--- src/rtl/reg_delay_line.sv ---
// reg_delay_line: runtime-programmable, clock-enabled delay line (0..DEPTH-1
// samples) with fill tracking and an output-valid flag.
// Optional build macro: DELAY_LINE_ZEROFILL_EN forces Q to 0 while the output
// is not yet valid, so stale or uninitialised storage never reaches Q.
module reg_delay_line #(
    parameter int unsigned W     = 16,
    parameter int unsigned DEPTH = 32,
    parameter int unsigned AW    = $clog2(DEPTH)
) (
    input  logic          clk,
    input  logic          rst,
    input  logic          ce,
    input  logic          clr,
    input  logic [AW-1:0] dly,
    input  logic [W-1:0]  D,
    output logic [W-1:0]  Q,
    output logic          q_vld
);

    localparam int unsigned CW = $clog2(DEPTH + 1);
    localparam int unsigned PW = AW + 1;
    localparam logic [AW-1:0] DMAX    = AW'(DEPTH - 1);
    localparam logic [CW-1:0] CMAX    = CW'(DEPTH);
    localparam logic [PW-1:0] DEPTH_P = PW'(DEPTH);

    logic [W-1:0]  mem [DEPTH];
    logic [AW-1:0] wp;
    logic [AW-1:0] dly_r;
    logic [CW-1:0] cnt;

    logic [AW-1:0] d_eff;
    logic [AW-1:0] wp_next;
    logic [AW-1:0] rd_idx;
    logic [W-1:0]  rd_data;
    logic [CW-1:0] cnt_next;
    logic          vld_next;
    logic [W-1:0]  q_next;

    // Clamp the delay, compute the read slot, fill count and next output.
    always_comb begin
        d_eff    = (dly > DMAX) ? DMAX : dly;
        wp_next  = (wp == DMAX) ? '0 : wp + AW'(1);
        rd_idx   = '0;
        cnt_next = cnt;
        vld_next = 1'b0;
        q_next   = '0;

        // Circular subtraction without relying on a power-of-two depth.
        if (wp >= d_eff) begin
            rd_idx = wp - d_eff;
        end else begin
            rd_idx = AW'({1'b0, wp} + DEPTH_P - {1'b0, d_eff});
        end
        rd_data = mem[rd_idx];

        // A changed delay invalidates everything already buffered.
        if (d_eff != dly_r) begin
            cnt_next = CW'(1);
        end else if (cnt == CMAX) begin
            cnt_next = cnt;
        end else begin
            cnt_next = cnt + CW'(1);
        end

        vld_next = (cnt_next > CW'(d_eff));
        q_next   = (d_eff == '0) ? D : rd_data;
`ifdef DELAY_LINE_ZEROFILL_EN
        if (!vld_next) begin
            q_next = '0;
        end
`else
`endif
    end

    // Sample storage; intentionally not reset.
    always_ff @(posedge clk) begin
        if (ce && !clr) begin
            mem[wp] <= D;
        end
    end

    // Control state and registered outputs; clr flushes but keeps dly_r.
    always_ff @(posedge clk or posedge rst) begin
        if (rst) begin
            Q     <= '0;
            q_vld <= 1'b0;
            wp    <= '0;
            cnt   <= '0;
            dly_r <= '0;
        end else if (clr) begin
            Q     <= '0;
            q_vld <= 1'b0;
            wp    <= '0;
            cnt   <= '0;
        end else if (ce) begin
            Q     <= q_next;
            q_vld <= vld_next;
            wp    <= wp_next;
            cnt   <= cnt_next;
            dly_r <= d_eff;
        end
    end

endmodule

--- config.mk ---
export PLATFORM = sky130hd
export DESIGN_NAME = reg_delay_line
export DESIGN_NICKNAME = d
export VERILOG_FILES = /design/src/rtl/reg_delay_line.sv
export SDC_FILE = /design/constraint.sdc
export NUM_CORES = 1
export LEC_CHECK = 0
export CORE_AREA = 2 2 226 284
export DETAILED_ROUTE_END_ITERATION = 8
export DIE_AREA = 0 0 228 286
export GPL_ROUTABILITY_DRIVEN = 0
export PLACE_DENSITY_LB_ADDON = 0.3
export SYNTH_ARGS = -nofsm -noshare
export SYNTH_HDL_FRONTEND = slang
export SYNTH_SLANG_ARGS = --single-unit
--- constraint.sdc ---
create_clock -name clk -period 5.7 [get_ports clk]
set_input_delay 1.14 -clock clk [delete_from_list [all_inputs] [get_ports clk]]
set_output_delay 1.14 -clock clk [all_outputs]
set_load 0.01 [all_outputs]
; ---- Word-level counts from Yosys, hierarchy flattened
; Memory sizes are Yosys's and may differ from the RTL's.
; Index checks and enable logic that the tools add are counted.
[totals]
inputBits = 25
ramBits = 512
reg_bits = 33
output_inout_bits = 17
n_memories = 1
[classes]
order_cmp = 3
n_addsub = 5
n_mux = 16
eq_ne = 3
n_bitwise = 1
n_reduce_logical = 5
[memory_table]
columns = name, depth, word_bits, read_ports, rd_clocked_by_memory_dff, wr, line_no
row1 = mem, 32, 16, 1, 0, 1, 26  ; logic [W-1:0] mem [DEPTH];
[ops]
columns = op, count
row1 = $mux 16, 3
row2 = $mux 5, 5
row3 = $mux 6, 4
row4 = $add 5x1->5 const B, 2
row5 = $sub 5x5->5, 2
row6 = $add 6x1->6 const B, 1
row7 = $eq 6x6->1 const B, 1
row8 = $gt 6x5->1, 1
row9 = $eq 5x5->1 const B, 1
row10 = $ge 5x5->1, 1
row11 = $gt 5x5->1 const B, 1
row12 = $logic_not 5->1, 1
row13 = $ne 5x5->1, 1
row14 = $mux 1, 4
row15 = $reduce_and 2->1, 1
row16 = $reduce_bool 2->1, 1
row17 = $logic_and 1x1->1, 1
row18 = $logic_not 1->1, 1
row19 = $not 1->1, 1

; ---- Longest topological paths before layout
; Gate-level depths: netlist (run 1).
; An unclocked memory read counts as a cell.
[logic_depth]
depth_word = 8
ltp_mapped = 13
ltp_nobuf = 13

; ---- Worst setup path after synthesis (run 1)
; Ideal clock, no wire load.
[synth_path]
path_type = input to register
from = input port dly[0]
to = register Q[14]
setup_time_ps = 120
required_time_ps = 5580
stages = 11
setup_slack_ps = 2048
t_arrival_ps = 3532
path_buffers = 4
path_cell_list = clkbuf_1 ha_1 inv_1 fa_1 buf_6 buf_4 buf_2 mux4_2 nand2_1 nand3_1 a41o_1
[synth_between]
elab_chain_cells = 8
[synth_lines]
columns = element, line_no
row1 = from (decl), 14  ; input logic [AW-1:0] dly,
row2 = $gt 5x5->1, 41  ; d_eff = (dly > DMAX) ? DMAX : dly;
row3 = $mux 5 *, 41
row4 = "$sub 5x5->5, or another cell as far along", 52  ; rd_idx = AW'({1'b0, wp} + DEPTH_P - {1'b0, d_eff});
row5 = $mux 5, 49  ; if (wp >= d_eff) begin
row6 = $mem_v2 32x16, n/a
row7 = $mux 16 *, 66  ; q_next = (d_eff == '0) ? D : rd_data;
row8 = $mux 16 *, 95  ; end else if (ce) begin
row9 = $mux 16 *, 90  ; end else if (clr) begin
row10 = to (signal assigned), 96  ; Q <= q_next;
row11 = to (decl), 16  ; output logic [W-1:0] Q,
; Every way passes the cells marked *; elsewhere a longest branch is shown, timed or not. The select of a mux whose other input is x is not followed.
; A chain may end at the register's enable or synchronous reset.

; ---- Final worst setup path (run 1)
; Ends and elaborated chain as after synthesis.

==> impl_metrics.yaml, run 1 <==
status:
  status: "finished clean"
critical_path:
  start_kind: "input pin"
  critPathRequiredTime_ns: 6.17
  endpoint_kind: "flop"
  crit_path_end: "Q[14]"
  crit_type: "in2reg"
  r2r_cells: 9
  crit_fanout: 23
  reg2reg_from: "wp[0]"
  r2r-end: "Q[14]"
  crit_start: "dly[0]"
  worst-r2r-setup-slack_ns: 1.97
  cp.arrival_ns: 4.69
synthesis:
  synth_flop_cell: "edfxtp_1"
  yosys-mux-area-fraction_pct: 14.7
  yosysTopAreaCell: "edfxtp_1"
  synthXorXnorAreaFrac_pct: 0.875
  synth_top_family_by_area: "multiplexers"
  netlist_area_um2: 21700
  ys_types: 55
  yosysSeqAreaShare_pct: 74.5
  synth_warnings: 0
  yosysMostFrequentCell: "edfxtp_1"
  avgSynthCellArea_um2: 19.7
  synth_compound_area_share_pct: 2.80
  synth-simple-area-share_pct: 4.59
  synth_area_leaders: "edfxtp_1, mux4_2, dfrtp_1, nand2_1, nor2_1"
  synthesis.nets: 1144
  synth_top_area_share_pct: 70.7
  synth-seq-cells: 545
  synth-edff-count: 512
  ys_top_cells_by_count: "edfxtp_1, mux4_2, nand2_1"
  async_flop_share_pct: 6.06
  syn_inst: 1102
  synth-adder-area-share_pct: 1.01
die:
  num_rows: 103
  dieArea_um2: 65200
  ios: 42
  die_height_um: 286
  die_w_um: 228
  initial_core_util_pct: 34.7
  coreArea_um2: 62600
sta:
  layout_min_cycle_time_ns: 4.22
  rsz0062_at_grt: "no"
  worst_pin_slew_ns: 1.23
  relSlewSlack_pct: 17.9
  slew_violations: 0
  setup_tns_ns: 0
  setup_viol: 0
  fin_hold_ws_ns: 0.527
  fin_crit_sh_pct: 74.1
  fmax_ghz: 0.237
  timing.final.ws_setup_ns: 1.48
  finClkSkew_ns: 0.0165
  hold_violations: 0
place:
  portBuffers: 41
  dp_hpwl_um: 32300
  place_area_um2: 23600
  place_ws_ns: 0.842
power:
  p_per_area_nw_per_um2: 353
  vdd_drop_max_mv: 0.236
  leakage_nw: 8.30
cells_and_area:
  area_delta_synth_final_pct: 16.4
  drive_above_1_share_pct: 24.5
  stdcell_area_um2: 25300
  diodes: 0
  fillers: 5633
  fin_nets: 1257
global_route:
  grtUsageTotal_pct: 16.9
  overflow: 0
  grt_start_max_net_pins: 46
  grt_pass1_vias: 11600
  grt_pass1_wl_um: 80400
  antenna_found_initial: 0
drt:
  routed_via_density: 5.26
  wl_um: 54800
  dr.pass1.iters: 5
  drtIter0Drc: 960
  drtAntennaViolNets: 0
  wl_per_cell_um: 26.1
  vias: 11000
  drcViolationCount: 0
flow_run:
  maxCapViolCount: 0
clock_network:
  path_clk_slew_ns: 0.06
  cts_tree: "built"
  ctsHoldBuffers: 0
  cts_resized: 0
  cts_made_buffers: 51
  clockBufferDepth: 3
  cts_setup_buffers: 0
  cts-root-buf: "clkbuf_16"
  clk-insertion-delay-late_ns: 0.58
  cts.sinks: 545
  htree_levels: 2
worst_hold_path:
  min_path_type: "reg2reg"
  hold_depth: 1
-- report_power, final --
group / internal (mW) / leakage, nW / switching, mW
Combinational: 0.475 / 2.42 / 0.568
Sequential: 4.41 / 5.04 / 0.0344
Clock: 2.00 / 0.833 / 1.45
Total: 6.88 / 8.30 / 2.05
-- registers in the layout, summed over array words and instances, names as in the netlist --
name / cells
wp: 5
mem: 512
cnt: 6
q_vld: 1
Q: 16
dly_r: 5
-- through the flow --
step | util, % | instances | total power, mW
after floorplan | - | 1102 | 5.18
after global placement | 37.7 | 2002 | 5.59
after detailed placement | 37.7 | 2002 | 5.60
after CTS | 40.4 | 2097 | 9.04
after global routing | 40.4 | 2097 | 9.23
final | 40.4 | 2097 | 8.94
-- how the worst min path moves through the flow --
stage,endpoint,slack (ns),from
after floorplan,dly_r[4],0.50,dly_r[4]
after global placement,dly_r[2],0.51,dly_r[2]
after detailed placement,dly_r[0],0.52,dly_r[0]
after CTS,dly_r[0],0.53,dly_r[0]
after global routing,dly_r[0],0.54,dly_r[0]
final,dly_r[0],0.53,dly_r[0]
-- layer usage --
metal | wire (µm) | part of all wire [%] | track usage, %
met5 | 0 | 0 | 0
met1 | 22400 | 41 | 21.8
met2 | 27900 | 51 | 29.4
met3 | 2800 | 5.1 | 2.17
met4 | 1740 | 3.2 | 5.90
-- layout by cell type, fill, tap and decap left out, drive strengths merged, types with 17 or more instances in the layout --
cell           netlist  routed
clkinv               1      21
buf                 30      71
clkbuf              22      66
mux4               128     128
clkdlybuf4s50        0      41
nand2               95      95
mux2i               18      18
nand3               36      36
a22oi               17      17
edfxtp             512     512
dfrtp               33      33
nor2                69      69
-- cell type report --
class / instances / area (µm²) / share of cell area [%]
Sequential cell: 545 / 16200 / 64.1
Multi-Input combinational cell: 494 / 5270 / 20.8
Clock buffer: 66 / 1390 / 5.51
Tap cell: 840 / 1050 / 4.16
Timing Repair Buffer: 112 / 1030 / 4.08
Clock inverter: 29 / 305 / 1.21
Inverter: 11 / 41.3 / 0.163
-- kinds of logic (layout without fill, tap and decap cells) --
| kind of cell | count (synthesis) | after routing |
|---|---|---|
| adder cells (fa/ha/maj) | 17 | 17 |
| flip-flops | 545 | 545 |
| XOR/XNOR | 17 | 17 |
| AO/OA/AOI/OAI | 77 | 77 |
| buffers and inverters | 63 | 218 |
| multiplexers | 158 | 158 |
| AND/OR/NAND/NOR | 225 | 225 |
-- critical path, stage by stage --
cell and delay [ns]:
clkdlybuf4s50_1 0.60, ha_4 0.20, inv_1 0.05, fa_4 1.16, buf_12 0.31, mux4_2 0.54, mux2i_1 0.19, a32oi_1 0.18
a41o_1 0.29
Note: power is estimated with default switching activity, not from simulation.
==> run 2, diff against run 1 <==
clock period = 3.7 ns   (was 5.7 ns; I/O delays follow)
==> impl_metrics.yaml, run 2 (same netlist as run 1, synthesis figures left out) <==
place:
  dp.cells: 2045
  place_ws_ns: -0.406
  place_area_um2: 24000
  dp_hpwl_um: 34100
  portBuffers: 41
critical_path:
  reg2reg_from: "wp[0]"
  worst-path-buf-inv: 4
  critPathRequiredTime_ns: 4.16
  critPathSlowestCell: "fa_4"
  critPathMaxStageDelay_ns: 0.88
  crit_start: "dly[0]"
  crit_type: "in2reg"
  r2r-end: "Q[1]"
  cp.arrival_ns: 3.95
  start_kind: "input pin"
  endpoint_kind: "flop"
  path_delay_family: "adder cells"
  worst-r2r-setup-slack_ns: 0.27
  worstSetupPathDepth: 10
  crit_fanout: 10
  r2r_cells: 10
  crit_chain: "clkdlybuf4s50_1, ha_4, inv_1, fa_4, buf_12, buf_4, mux4_2, nand2_1, a32oi_1, a41o_1"
global_route:
  grt_pass1_wl_um: 79200
  grt_start_max_net_pins: 37
  grt_pass1_vias: 11700
  antenna_found_initial: 1
  overflow: 0
  grtUsageTotal_pct: 16.4
clock_network:
  cts-root-buf: "clkbuf_16"
  clk-insertion-delay-late_ns: 0.57
  cts_resized: 0
  clockBufferDepth: 3
  cts_made_buffers: 51
  ctsHoldBuffers: 0
  path_clk_slew_ns: 0.07
  cts_tree: "built"
  htree_levels: 2
  cts_setup_buffers: 0
  cts.sinks: 545
drt:
  drtAntennaViolNets: 0
  vias: 11100
  highest_layer: "met5"
  drtIter0Drc: 884
  met3_length_um: 2020
  wl_met1_um: 21100
  wl_um: 53200
  drcViolationCount: 0
  wl_per_cell_um: 24.9
  routed_via_density: 5.17
  wl_met2_um: 28300
  dr.pass1.iters: 5
worst_hold_path:
  worstHoldEndpoint: "dly_r[1]"
  min_path_type: "reg2reg"
  worstHoldStart: "dly_r[1]"
  hold_depth: 1
power:
  p_seq_share_pct: 49.8
  combPwrFrac_pct: 12.5
  leakage_nw: 8.48
  p_sw_share_pct: 22.8
  clkPwrFrac_pct: 37.7
  p_int_mw: 10.6
  p_sw_mw: 3.14
  p_per_area_nw_per_um2: 536
  vdd_drop_max_mv: 0.451
sta:
  finClkSkew_ns: 0.00961
  setup_viol: 0
  timing.final.ws_setup_ns: 0.205
  fin_crit_sh_pct: 94.5
  hold_violations: 0
  layout_min_cycle_time_ns: 3.49
  worst_pin_slew_ns: 0.991
  slew_violations: 0
  relSlewSlack_pct: 33.9
  fmax_ghz: 0.286
  rsz0062_at_grt: "no"
cells_and_area:
  diodes: 0
  mostFrequentLayoutCells: "edfxtp_1, mux4_2, buf_4"
  final_util_pct: 40.9
  layout_commonest_cell: "edfxtp_1"
  top_register: "mem"
  drive_above_1_share_pct: 26.0
  stdcell_area_um2: 25600
  fillers: 5579
  fin_nets: 1300
  reg_top3: "mem (512), Q (16), cnt (6)"
  final-instance-count-excl-fill: 2138
  area_delta_synth_final_pct: 18.0
  largest_register_ffs: 512
die:
  dieArea_um2: 65200
  num_rows: 103
  die_w_um: 228
  coreArea_um2: 62600
  initial_core_util_pct: 34.7
  ios: 42
  die_height_um: 286
status:
  status: "finished clean"
flow_run:
  maxCapViolCount: 0
[run 2: cell count changes in the layout (fill, tap and decap cells not counted), sizes merged]
cell / change
bufinv: -1
clkinvlp: +2
clkinv: -6
buf: +43
clkbuf: +4
inv: -1
[run 2: layout make-up]
cell class | count | area (µm²) | share of cell area, %
Inverter | 11 | 41.3 | 0.161
Sequential cell | 545 | 16200 | 63.2
Timing Repair Buffer | 155 | 1450 | 5.67
Multi-Input combinational cell | 494 | 5250 | 20.5
Clock buffer | 70 | 1400 | 5.46
Clock inverter | 23 | 239 | 0.932
Tap cell | 840 | 1050 | 4.10
[run 2: per-stage QoR]
step                hold slack, ns  TNS (ns)  power, mW
global route                 0.557         0       14.2
detailed placement           0.522     -5.08       8.73
CTS                          0.536         0       13.9
floorplan                    0.501         0       7.98
finish                       0.532         0       13.7
global placement             0.510     -5.42       8.72
[run 2: power groups by stage]
| stage | registers [mW] | clock network, mW | logic, mW |
|---|---|---|---|
| 2_1_floorplan | 6.96 | 0 | 1.02 |
| 5_1_grt | 6.84 | 5.50 | 1.84 |
| 4_1_cts | 6.84 | 5.29 | 1.76 |
| 6_report | 6.84 | 5.18 | 1.71 |
| 3_5_place_dp | 6.97 | 0 | 1.75 |
| 3_3_place_gp | 6.97 | 0 | 1.75 |
[run 2: how the worst max path moves through the flow]
stage                  to  slack (ns)
finish               Q[1]        0.21
detailed placement  Q[14]       -0.41
global placement    Q[14]       -0.42
floorplan           Q[14]        0.45
CTS                 Q[14]        0.19
global route        Q[14]        0.09
[run 2: worst register-to-register path: stages (launching register included)]
cell	delay, ns
dfrtp_1	0.46
inv_1	0.19
ha_4	0.16
inv_1	0.04
fa_4	0.88
buf_12	0.19
buf_4	0.25
mux4_2	0.57
nand2_1	0.10
a32oi_1	0.22
a41o_1	0.28
[run 2: metal layers]
layer  vias to the layer above  global-route usage [%]
met5                         -                       0
met3                        88                    1.88
met2                       282                    30.1
met1                      5901                    20.1
li1                       4778                       -
met4                         2                    5.59
==> run 3, diff against run 2 <==
SETUP_SLACK_MARGIN = 0.2   (was not set)
==> impl_metrics.yaml, run 3 (same netlist as run 1, synthesis figures left out) <==
cells_and_area:
  layout_commonest_cell: "edfxtp_1"
  diodes: 0
  mostFrequentLayoutCells: "edfxtp_1, mux4_2, buf_4"
  fin_nets: 1306
  area_delta_synth_final_pct: 18.5
  reg_top3: "mem (512), Q (16), cnt (6)"
  top_register: "mem"
  stdcell_area_um2: 25700
  fillers: 5577
  drive_above_1_share_pct: 26.5
  ff_latch_area_um2: 16200
  multi_input_area_um2: 5260
  largest_register_ffs: 512
status:
  status: "finished clean"
sta:
  fmax_ghz: 0.291
  fin_hold_ws_ns: 0.532
  slew_violations: 0
  setup_viol: 0
  hold_violations: 0
  fin_crit_sh_pct: 93.0
  worst_pin_slew_ns: 0.984
  rsz0062_at_grt: "yes"
  timing.final.ws_setup_ns: 0.258
  finClkSkew_ns: 0.0127
  relSlewSlack_pct: 34.4
  layout_min_cycle_time_ns: 3.44
worst_hold_path:
  min_path_type: "reg2reg"
  worstHoldStart: "dly_r[1]"
  worstHoldEndpoint: "dly_r[1]"
  hold_depth: 1
critical_path:
  crit_fanout: 12
  critPathSlowestCell: "fa_4"
  r2r-end: "Q[13]"
  critPathRequiredTime_ns: 4.15
  critPathMaxStageDelay_ns: 0.85
  reg2reg_from: "wp[0]"
  worst-path-buf-inv: 5
  cp.arrival_ns: 3.89
  path_delay_family: "buffers and inverters"
  worst-r2r-setup-slack_ns: 0.32
  start_kind: "input pin"
  r2r_cells: 11
  crit_type: "in2reg"
  endpoint_kind: "flop"
  crit_chain: "clkdlybuf4s50_1, ha_4, inv_1, fa_4, buf_12, buf_16, buf_4, mux4_2, mux2_4, a2bb2oi_1, a41o_1"
power:
  leakage_nw: 8.54
  p_per_area_nw_per_um2: 535
  vdd_drop_max_mv: 0.448
clock_network:
  cts_tree: "built"
  cts.sinks: 545
  cts-root-buf: "clkbuf_16"
  clk-insertion-delay-late_ns: 0.57
  path_clk_slew_ns: 0.06
  clockBufferDepth: 3
  cts_made_buffers: 51
  htree_levels: 2
flow_run:
  maxCapViolCount: 0
die:
  coreArea_um2: 62600
  ios: 42
  die_height_um: 286
  dieArea_um2: 65200
  num_rows: 103
  die_w_um: 228
  initial_core_util_pct: 34.7
drt:
  routed_via_density: 5.16
  wl_um: 53300
  vias: 11100
  drtAntennaViolNets: 0
  wl_per_cell_um: 24.9
  dr.pass1.iters: 4
  drcViolationCount: 0
  drtIter0Drc: 835
place:
  portBuffers: 41
  place_area_um2: 24000
  place_ws_ns: -0.406
  dp_hpwl_um: 34100
global_route:
  grt_start_max_net_pins: 37
  grtUsageTotal_pct: 16.4
  grt_pass1_wl_um: 79200
  grt_pass1_vias: 11700
  antenna_found_initial: 1
  overflow: 0
-- run 3: cell count changes in the layout (fill, tap and decap cells not counted) --
| cell | change |
|---|---|
| buf_4 | +3 |
| buf_12 | -2 |
| a2bb2oi_2 | +1 |
| a2bb2oi_1 | -1 |
| clkbuf_16 | +1 |
| buf_6 | +1 |
| buf_16 | +3 |
-- run 3: how the worst max path moves through the flow --
stage,start,to,depth (start not counted)
after floorplan,dly[0],Q[14],11
after global placement,dly[0],Q[14],10
after global routing,dly[0],Q[0],11
after CTS,dly[0],Q[14],10
after detailed placement,dly[0],Q[14],10
final,dly[0],Q[13],11
-- run 3: what timing repair did --
item                       4_1_cts  5_1_grt
setup endpoints to repair        2        6
pin swaps                        0        1
hold buffers                     0        0
cloned                           0        1
gates resized for setup          2        3
setup buffers                    0        5
-- run 3: power by group --
| group | internal [mW] | switching, mW | total [mW] |
|---|---|---|---|
| clock | 2.99 | 2.19 | 5.17 |
| combinational | 0.860 | 0.905 | 1.76 |
| sequential | 6.79 | 0.0518 | 6.84 |
| total | 10.6 | 3.14 | 13.8 |
-- run 3: area by class of cell --
type                    count  share of cell area [%]
clock buffers              70                    5.44
clock inverters            23                   0.928
inverters                  11                   0.160
multi-input cells         494                    20.4
flip-flops and latches    545                    62.9
well taps                 840                    4.08
repair buffers            161                    6.04
-- run 3: metrics by stage --
step	std cells	TNS, ns	power [mW]	util [%]
CTS	2138	0	13.9	41.0
floorplan	1102	0	7.98	-
global route	2144	0	14.2	41.1
global placement	2045	-5.42	8.72	38.3
finish	2144	0	13.8	41.1
detailed placement	2045	-5.08	8.73	38.3
-- run 3: worst reg2reg max path: cells and delay by family (launching register included) --
family,cells,cell delay (ns)
multiplexers,2,0.76
adder cells (fa/ha/maj),2,1.01
buffers and inverters,5,0.67
flip-flops,1,0.46
AO/OA/AOI/OAI,2,0.38
-- run 3: layer usage --
| layer | vias to the layer above | wire length (µm) | GRT usage, % |
|---|---|---|---|
| met2 | 291 | 28300 | 30.1 |
| met4 | 2 | 1720 | 5.59 |
| li1 | 4795 | - | - |
| met3 | 89 | 2150 | 1.88 |
| met5 | - | 8 | 0 |
| met1 | 5880 | 21200 | 20.1 |
